==> config.mk <==
export PLATFORM = sky130hd
export DESIGN_NAME = cfg_serial_loader
export DESIGN_NICKNAME = d
export VERILOG_FILES = /design/src/rtl/cfg_serial_loader.sv
export SDC_FILE = /design/constraint.sdc
export NUM_CORES = 1
export LEC_CHECK = 0
export BUFFER_PORTS_ARGS = -buffer_cell sky130_fd_sc_hd__buf_2
export CORE_MARGIN = 2
export CORE_UTILIZATION = 60
export CTS_CLUSTER_DIAMETER = 150
export DETAILED_ROUTE_END_ITERATION = 6
export GPL_TIMING_DRIVEN = 0
export HOLD_SLACK_MARGIN = 0.03
export PLACE_DENSITY = 0.85
export SLEW_MARGIN = 20
export SYNTH_ARGS = -nofsm -noshare
export SYNTH_HDL_FRONTEND = slang
export SYNTH_SLANG_ARGS = --single-unit
export TNS_END_PERCENT = 100
==> constraint.sdc <==
create_clock -name clkin -period 4.2 [get_ports clkin]
set_clock_uncertainty 0.05 [all_clocks]
set_input_delay 0.42 -clock clkin [delete_from_list [all_inputs] [get_ports clkin]]
set_output_delay 0.42 -clock clkin [all_outputs]
set_load 0.01 [all_outputs]
==> src/rtl/cfg_serial_loader.sv <==
// Serial configuration front-end for the PLL config input.
// Collects a framed serial word (WIDTH data bits, MSB first, then one even
// parity bit) and commits the data to cfg only when the frame length and
// parity are both correct. cfg holds its last good value otherwise.
module cfg_serial_loader #(
    parameter int               WIDTH   = 8,
    parameter logic [WIDTH-1:0] DEFAULT = WIDTH'(1),
    parameter int               ERRW    = 4
) (
    input  logic             clkin,
    input  logic             rstn,
    input  logic             sen,
    input  logic             sdi,
    input  logic             sdi_vld,
    output logic [WIDTH-1:0] cfg,
    output logic             cfg_valid,
    output logic             cfg_update,
    output logic             err,
    output logic [1:0]       err_code,
    output logic [ERRW-1:0]  err_cnt,
    output logic             busy
);

    localparam int CW = $clog2(WIDTH + 2);

    localparam logic [1:0] IDLE  = 2'd0;
    localparam logic [1:0] SHIFT = 2'd1;
    localparam logic [1:0] FULL  = 2'd2;
    localparam logic [1:0] DRAIN = 2'd3;

    localparam logic [1:0] ERR_SHORT   = 2'b01;
    localparam logic [1:0] ERR_OVERRUN = 2'b10;
    localparam logic [1:0] ERR_PARITY  = 2'b11;

    // Count value just before the final (parity) bit lands.
    localparam logic [CW-1:0] LAST = CW'(WIDTH);

    logic [1:0]     state, state_nxt;
    logic [CW-1:0]  cnt, cnt_nxt;
    logic [WIDTH:0] shreg, shreg_nxt;
    logic           do_commit;
    logic           do_err;
    logic [1:0]     code_nxt;

    // Next-state, shift-register and frame-verdict decode.
    // NOTE: every signal driven here gets a default first so no latch is inferred.
    always_comb begin
        state_nxt = state;
        cnt_nxt   = cnt;
        shreg_nxt = shreg;
        do_commit = 1'b0;
        do_err    = 1'b0;
        code_nxt  = err_code;
        case (state)
            IDLE: begin
                if (sen) begin
                    state_nxt = SHIFT;
                    if (sdi_vld) begin
                        shreg_nxt = {shreg[WIDTH-1:0], sdi};
                        cnt_nxt   = CW'(1);
                    end
                end
            end
            SHIFT: begin
                if (sen) begin
                    if (sdi_vld) begin
                        shreg_nxt = {shreg[WIDTH-1:0], sdi};
                        cnt_nxt   = cnt + 1'b1;
                        if (cnt == LAST) state_nxt = FULL;
                    end
                end else begin
                    // A bit arriving with sen low is not part of the frame.
                    state_nxt = IDLE;
                    cnt_nxt   = '0;
                    if (cnt != '0) begin
                        do_err   = 1'b1;
                        code_nxt = ERR_SHORT;
                    end
                end
            end
            FULL: begin
                if (sen) begin
                    if (sdi_vld) begin
                        state_nxt = DRAIN;
                        do_err    = 1'b1;
                        code_nxt  = ERR_OVERRUN;
                    end
                end else begin
                    state_nxt = IDLE;
                    cnt_nxt   = '0;
                    if (^shreg == 1'b0) begin
                        do_commit = 1'b1;
                    end else begin
                        do_err   = 1'b1;
                        code_nxt = ERR_PARITY;
                    end
                end
            end
            default: begin // DRAIN: swallow the rest of an overrun frame
                if (!sen) begin
                    state_nxt = IDLE;
                    cnt_nxt   = '0;
                end
            end
        endcase
    end

    // Register update: reset dominates; cfg moves only on a good commit.
    // NOTE: sequential state uses non-blocking assignments so all registers see pre-edge values.
    always_ff @(posedge clkin) begin
        if (!rstn) begin
            state      <= IDLE;
            cnt        <= '0;
            shreg      <= '0;
            cfg        <= DEFAULT;
            cfg_valid  <= 1'b0;
            cfg_update <= 1'b0;
            err        <= 1'b0;
            err_code   <= 2'b00;
            err_cnt    <= '0;
        end else begin
            state      <= state_nxt;
            cnt        <= cnt_nxt;
            shreg      <= shreg_nxt;
            cfg_update <= do_commit;
            err        <= do_err;
            err_code   <= code_nxt;
            if (do_commit) begin
                cfg       <= shreg[WIDTH:1];
                cfg_valid <= 1'b1;
            end
            if (do_err && (err_cnt != '1)) begin
                err_cnt <= err_cnt + 1'b1;
            end
        end
    end

    assign busy = (state != IDLE);

endmodule

* Yosys cells after proc, flatten, opt, wreduce, memory -nomap -nowiden
Cells that the tools add are included.
Storage, ports and cells: register bits 32
Operators by class: $add $sub $neg 2, equality and inequality tests 14, muxes and demuxes 29, reductions and logical operators 11
Operators by type and width (count):
- $mux 2 | 12
- $mux 4 | 5
- $ne 3x3->1 const B | 4
- $reduce_and 5->1 | 2
- $reduce_xor 9->1 | 1
- $add 4x1->4 const B | 2
- $mux 1 | 8
- $ne 2x2->1 const B | 4
- $pmux 4 s2 | 1
- $pmux 2 s3 | 1
- $eq 4x4->1 const B | 1
- $ne 4x1->1 const B | 1
- $ne 4x4->1 const B | 1
- $pmux 2 s2 | 1
- $reduce_and 4->1 | 1
- $reduce_bool 2->1 | 2
- $reduce_bool 4->1 | 1
- $ne 3x1->1 const B | 1
- $reduce_and 3->1 | 1
- $eq 2x1->1 const B | 1
- $eq 2x2->1 const B | 1
- $logic_not 2->1 | 1
- $pmux 1 s2 | 1
- $reduce_or 2->1 | 1
- $logic_and 1x1->1 | 1

* Longest topological paths before layout
Gate-level depths: netlist of run 1.
depth after elaboration 5, mapped depth 8, mapped depth without buffers 8

* Worst setup path before layout of run 1
OpenSTA, ideal clock, no wires.
kind reg-to-reg, from reg cnt[0], to reg err_cnt[3], data arrival time 1693 ps, required time 4028 ps, slack 2335 ps, cell stages (with the launch flop) 9, buffers on the path 0, period minus slack after synthesis 1865 ps, path through dfxtp_1 > inv_1 > ha_1 > or3b_2 > a211oi_1 > mux2i_2 > nand2_2 > o21bai_1 > o311a_1
Between the ends: longest elaborated chain between the ends 5
RTL lines:
- start, declared | RTL line 39 | logic [CW-1:0] cnt, cnt_nxt;
- start signal, assigned | RTL line 123 | cnt <= cnt_nxt;
- $reduce_bool 4->1 | RTL line 75 | if (cnt != '0) begin
- $mux 1 | RTL line 75
- $mux 1 | RTL line 65 | if (sen) begin
- $pmux 1 s2 | RTL line 54 | case (state)
- $logic_and 1x1->1 | RTL line 132 | if (do_err && (err_cnt != '1)) begin
- end signal, assigned | RTL line 133 | err_cnt <= err_cnt + 1'b1;
- end, declared | RTL line 20 | output logic [ERRW-1:0] err_cnt,
Every way passes these cells. A chain may end at the register's enable or synchronous reset.

* Final worst setup path of run 1
from reg state[1], to reg err_cnt[3]
Between the ends: longest elaborated chain between the ends 3
RTL lines:
- start, declared | RTL line 38 | logic [1:0] state, state_nxt;
- start signal, assigned | RTL line 122 | state <= state_nxt;
- $eq 2x2->1 / $eq 2x1->1 (equally long branches) | RTL line 54
- $pmux 1 s2 (*) | RTL line 54
- $logic_and 1x1->1 (*) | RTL line 132
Mark *: on every way between the ends. The rest lies on a longest branch, timed or not.

==> results of run 1 <==
registers in the layout, indices dropped and copies added (netlist names):
signal / flops
err: 1
err_code: 2
cfg_update: 1
shreg: 9
cfg: 8
cnt: 4
cfg_valid: 1
state: 2
err_cnt: 4
logic make-up after synthesis:
family,synth area share (%)
multiplexers,13.8
XOR/XNOR,5.17
buffers and inverters,4.69
adder cells (fa/ha/maj),5.65
AO/OA/AOI/OAI,12.0
AND/OR/NAND/NOR,17.4
flip-flops,41.4
path summary, 6_finish.rpt:
kind	start	endpoint	slack [ps]	cells after the start
worst max register to register	state[1]$_SDFFE_PN0P_	err_cnt[3]$_SDFFE_PN0P_	2090	7
worst min register to register	cfg_valid$_SDFFE_PN0P_	cfg_valid$_SDFFE_PN0P_	420	2
worst max-delay path	state[1]$_SDFFE_PN0P_	err_cnt[3]$_SDFFE_PN0P_	2090	7
worst min-delay path	sdi	shreg[0]$_SDFFE_PN0P_	280	3
layer usage:
metal	routed length [um]	track usage (%)
met1	1240	25.6
met2	1720	43.7
met3	157	7.65
met4	49	10.0
met5	0	0
worst register-to-register path, delay by kind of cell, from the launching register on:
| kind | cells | cell delay (ps) |
|---|---|---|
| fa+ha+maj | 1 | 180 |
| simple gates | 2 | 300 |
| buf+inv | 2 | 430 |
| flops | 1 | 350 |
| compound gates | 2 | 690 |
stage by stage:
stage	hold WS [ps]	power [W]	cell area [um^2]	utilization, %	worst slack (ps)
after detailed placement	406	0.000434	1700	69.1	2120
after global placement	393	0.000426	1700	69.1	2180
after CTS	272	0.000696	1790	73.0	2100
after floorplan	410	0.000405	1550	-	2340
after global routing	278	0.000722	1790	73.0	1820
final	282	0.000693	1790	73.0	2090
layout by cell type, fill, tap and decap left out, types with 6 or more instances in the layout:
master and n:
dfxtp_1 32, nor2_1 25, buf_2 22, mux2i_1 20, nand2_1 15, inv_1 8, o21ai_0 7, ha_1 7
a21oi_1 6
power by group through the flow:
stage	combinational, W	sequential, W	clock (W)
6_report	0.000111	0.000318	0.000264
5_1_grt	0.000123	0.000320	0.000279
4_1_cts	0.000110	0.000318	0.000268
3_5_place_dp	0.000109	0.000325	0
3_3_place_gp	0.000102	0.000324	0
2_1_floorplan	0.0000807	0.000324	0
layout make-up:
class,instances,share of cell area [%]
plain buffers,6,2.16
clock inverters,1,1.68
flip-flops and latches,32,35.8
repair buffers,22,6.15
multi-input cells,119,46.6
clock buffers,7,3.63
inverters,9,1.89
well taps,30,2.09
==> metrics.txt, run 1 <==
Core Rows 18; RSZ-0062 raised after global routing no; Setup Crit Path Kind reg2reg; Clock Pin Slew Worst Setup and Hold Paths ~100 ps; DR vias/cell about 5.7; Synth Area per Inst 9.33 um^2; Commonest cells post-synth dfxtp_1, nor2_1, mux2i_1; CP Launch Type flop; vias 1286; final wirelength 3.17 mm; remaining routing DRC violations 0; layout cell share with drive strength beyond 1 a little under a fifth; P&R area growth vs syn 15.7%; Critical-path top delay cell o311a_1; H-tree levels 2; Setup Fix Bufs, Post-CTS 0; worst-margin pin slew about 520 ps; Yosys reg bits 32; Max transition margin 65.3%; starting density of the core 63.1%; DP HPWL approximately 2.4 mm; grt ovf 0; synth warn 0; die width 54.8 um; Final Hold Viols 0; Post-synth EDFFs 0; Worst-Skew Late Latency 340 ps; Most used DFF post-synth dfxtp_1; Worst Path Buf+Inv 2; total global routing track utilization 24.2%; min cycle time layout 2110 ps; Worst EP required 4380 ps; Synth Net Count 178; CTS tree built; Storage cell area 641 um^2; net switching power 0.000181 W; Crit path max-delay family compound AO/OA/AOI/OAI gates; Worst EP arrival ~2300 ps; most frequent cell after synthesis dfxtp_1; Placer Congestion around 0.85; Hold-fix buffers, CTS 0; Die ar. ~3000 um^2; # IOs 23; vias in the first global route 1167; Antenna diodes 0; Power Dens Cells 387 nW/um^2; Int Pwr 0.000512 W; Pleak around 0.81 nW; synth unique cells 38; part of the power in registers 45.9%; critical-path cell list inv_1 -> ha_1 -> clkbuf_1 -> nand3_1 -> a21boi_0 -> nand2_2 -> o311a_1; antenna violations before repair 0; max cap viols 0; die span in y 54.8 um; fmax 474 MHz; Worst Path Max Fanout 10; post_cts resized 0; Final setup viols 0; Min-Delay Path Class in2reg; period utilization 50.3%; Synth Cell Area 1550 um^2; final setup TNS 0 ps; # fillers 198; max-slew violation count 0; synth top area cells dfxtp_1, mux2i_1, nor2_1, ha_1, nand2_1; multi-input logic area 836 um^2; First-pass DRT Iterations 4; global-route wire length before repair ~5.0 mm; pin count of the biggest net entering global routing 11; placed cell count 218; root buf cell clkbuf_4; DR WL/cell around 14 um; initial drt markers 24; number of port buffers 22; status complete, no violations; clk buf depth 2; Core ar. between 2000 and 2500 um^2; top cell type's share of synthesized area between 40% and 50%; Post-synth ARST share 0%; Finished Layout Cells 226; CTS sink count 32; Comb power frac 16.0%; CP endpoint kind flop; remaining antenna violation count 0; Post-Syn Instances 166; TritonCTS buffer count 5; post-synth top area cell dfxtp_1; switching part of the total 26.2%; CP max stage delay 370 ps; clock share of power 38.1%; Max VDD drop 0.000440 V; nets 207; register area share after synthesis 41.4%
Power figures use the tool's default switching activity.
==> run 2, diff against run 1 <==
Settings changed: ABC_AREA set to 1, CORE_UTILIZATION 60 to 56, PLACE_DENSITY 0.85 to 0.8.
Clock period 4.2 ns to 1.95 ns, I/O delays scaled along.
==> run 2 against run 1 <==
  * Critical path type unchanged
  * Core utilization decreased by 6.0 points
  * Sequential power increased to 2.7 times the previous value
  * Clock power increased by 52%
  * Sequential share of layout area decreased by 0.76 points
  * Worst hold slack got worse by 190 ps
  * Synthesized cell count increased by 40%
==> metrics.txt, run 2 <==
switching part of the total 42.2%; status complete, no violations; Core ar. about 2700 um^2; pin count of the biggest net entering global routing 11; WL met3 approximately 160 um; Core Rows 19; Clock Pin Slew Worst Setup and Hold Paths 100 ps; Post-synth ARST share 0%; First-pass DRT Iterations 5; Final Hold Viols 0; top cell type's share of synthesized area roughly 40%; clock share of power 17.8%; DP HPWL 2.37 mm; Placed Area ~1800 um^2; CP endpoint kind flop; Synth Area per Inst 6.94 um^2; Worst EP arrival 1910 ps; DR WL/cell 11.0 um; H-tree levels 2; routed metal-1 wire length 1.59 mm; die span in y roughly 58 um; part of the power in registers 38.5%; Max VDD drop 0.000882 V; register area share after synthesis 39.8%; post-synth top area cell dfxtp_1; Final Cell Area 1830 um^2; Int Pwr 0.00131 W; grt ovf 0; Yosys reg bits 32; Pleak 0.873 nW; FF-to-FF setup slack 240 ps; number of port buffers 22; max cap viols 0; highest-count cells in the layout ignoring fill and taps nand2_1, inv_1, dfxtp_1; Most used DFF post-synth dfxtp_1; Critical-path top delay cell dfxtp_1; Post-synth EDFFs 0; global-route wire length before repair 5.32 mm; Finished Core Util 67.0%; final setup TNS 0 ps; max-slew violation count 0; DR vias/cell 5.11; root buf cell clkbuf_4; vias 1498; Max transition margin 71.5%; fmax 585 MHz; synth warn 0; Commonest cells post-synth nand2_1, inv_1, dfxtp_1; worst-margin pin slew 427 ps; min cycle time layout 1710 ps; post_cts resized 0; layout cell share with drive strength beyond 1 17.9%; RSZ-0062 raised after global routing no; Final setup viols 0; CP max stage delay 340 ps; # IOs 23; met2 WL ~1.4 mm; Power Dens Cells 1230 nW/um^2; Setup Crit Path Kind reg2reg; commonest non-fill, non-tap cell in the layout nand2_1; CP Launch Type flop; TritonCTS buffer count 5; uppermost routed layer met4; Synth Net Count 244; period utilization about 88%; Synth Cell Area 1610 um^2; P&R area growth vs syn 13.8%; synth unique cells 25; CTS tree built; Min-Delay Path Class in2reg; Antenna diodes 0; synth top area cells dfxtp_1, nand2_1, a21oi_1, inv_1, o21ai_0; initial drt markers 38; Worst Path Max Fanout 5; largest reg by FF count shreg; Worst EP required 2150 ps; CTS sink count 32; biggest regs shreg: 9 flops, cfg: 8 flops; Hold-fix buffers, CTS 0; most frequent cell after synthesis nand2_1; vias in the first global route around 1.3k; remaining routing DRC violations 0; net switching power between 0.0009 and 0.001 W; Comb power frac 43.6%; Placer Congestion 0.861; total global routing track utilization 20.8%; # fillers 268; Post-Syn Instances around 230; max FFs per register 9; critical-path cell list inv_1 -> ha_1 -> nand2_1 -> o21ai_0 -> a32o_1 -> nor2_1 -> a211oi_1; Die ar. roughly 3300 um^2; clk buf depth 2; nets between 200 and 300; starting density of the core 58.9%; die width approximately 58 um; Setup Fix Bufs, Post-CTS 0; antenna violations before repair 0; remaining antenna violation count 0; Worst-Skew Late Latency 330 ps; final wirelength 3.22 mm
-- run 2: cell types whose count changed after synthesis, sizes merged, moves of 8 or more --
cell   previous run  this run
inv               8        39
o21ai             7        22
a21oi             6        27
nor2             25        17
mux2i            21         0
nand2            16        60
-- run 2: metal layers --
| metal | GRT usage [%] | vias to the layer above |
|---|---|---|
| li1 | - | 804 |
| met1 | 26.4 | 655 |
| met2 | 32.0 | 33 |
| met3 | 5.44 | 6 |
| met4 | 11.3 | 0 |
| met5 | 0 | - |
-- run 2: final timing paths --
| path | start | end | depth (start not counted) |
|---|---|---|---|
| max | state[0]$_SDFFE_PN0P_ | state[1]$_SDFFE_PN0P_ | 7 |
| min | sdi | shreg[0]$_SDFFE_PN0P_ | 3 |
| max reg2reg | state[0]$_SDFFE_PN0P_ | state[1]$_SDFFE_PN0P_ | 7 |
| min reg2reg | cfg[7]$_SDFFE_PN0P_ | cfg[7]$_SDFFE_PN0P_ | 2 |
-- run 2: worst max-delay path, delay by kind of cell, from the launching register on --
family | cells | cell delay [ps]
AND/OR/NAND/NOR | 2 | 210
adder cells (fa/ha/maj) | 1 | 270
flip-flops | 1 | 340
buffers and inverters | 1 | 100
AO/OA/AOI/OAI | 3 | 650
-- run 2: cell families (layout without fill, tap and decap cells) --
kind of cell	Yosys count	after routing	synth area share, %
flops	32	32	39.8
compound gates	55	55	18.1
simple gates	94	94	26.0
fa+ha+maj	7	7	5.44
buf+inv	44	74	10.7
-- run 2: per-stage QoR --
stage,hold WS (ps),instances,total power [W],setup slack [ps]
floorplan,283,232,0.00161,447
global route,116,293,0.00244,59.2
detailed placement,385,285,0.00184,101
global placement,379,285,0.00182,117
finish,88.0,293,0.00226,241
CTS,81.6,293,0.00224,86.2
-- run 2: final cells by class --
| class | count | area, um^2 | share of cell area (%) |
|---|---|---|---|
| Inverter | 39 | 146 | 8.00 |
| Clock inverter | 2 | 10.0 | 0.547 |
| Timing Repair Buffer | 22 | 110 | 6.02 |
| Sequential cell | 32 | 641 | 35.0 |
| Buffer | 5 | 25.0 | 1.37 |
| Multi-Input combinational cell | 156 | 808 | 44.2 |
| Tap cell | 31 | 38.8 | 2.12 |
| Clock buffer | 6 | 51.3 | 2.80 |
-- run 2: power groups by stage --
stage	Combinational, W	Clock, W	Sequential, W
floorplan	0.000718	0	0.000894
global placement	0.000935	0	0.000882
detailed placement	0.000952	0	0.000887
CTS	0.000961	0.000411	0.000871
global route	0.00113	0.000431	0.000887
finish	0.000985	0.000402	0.000870
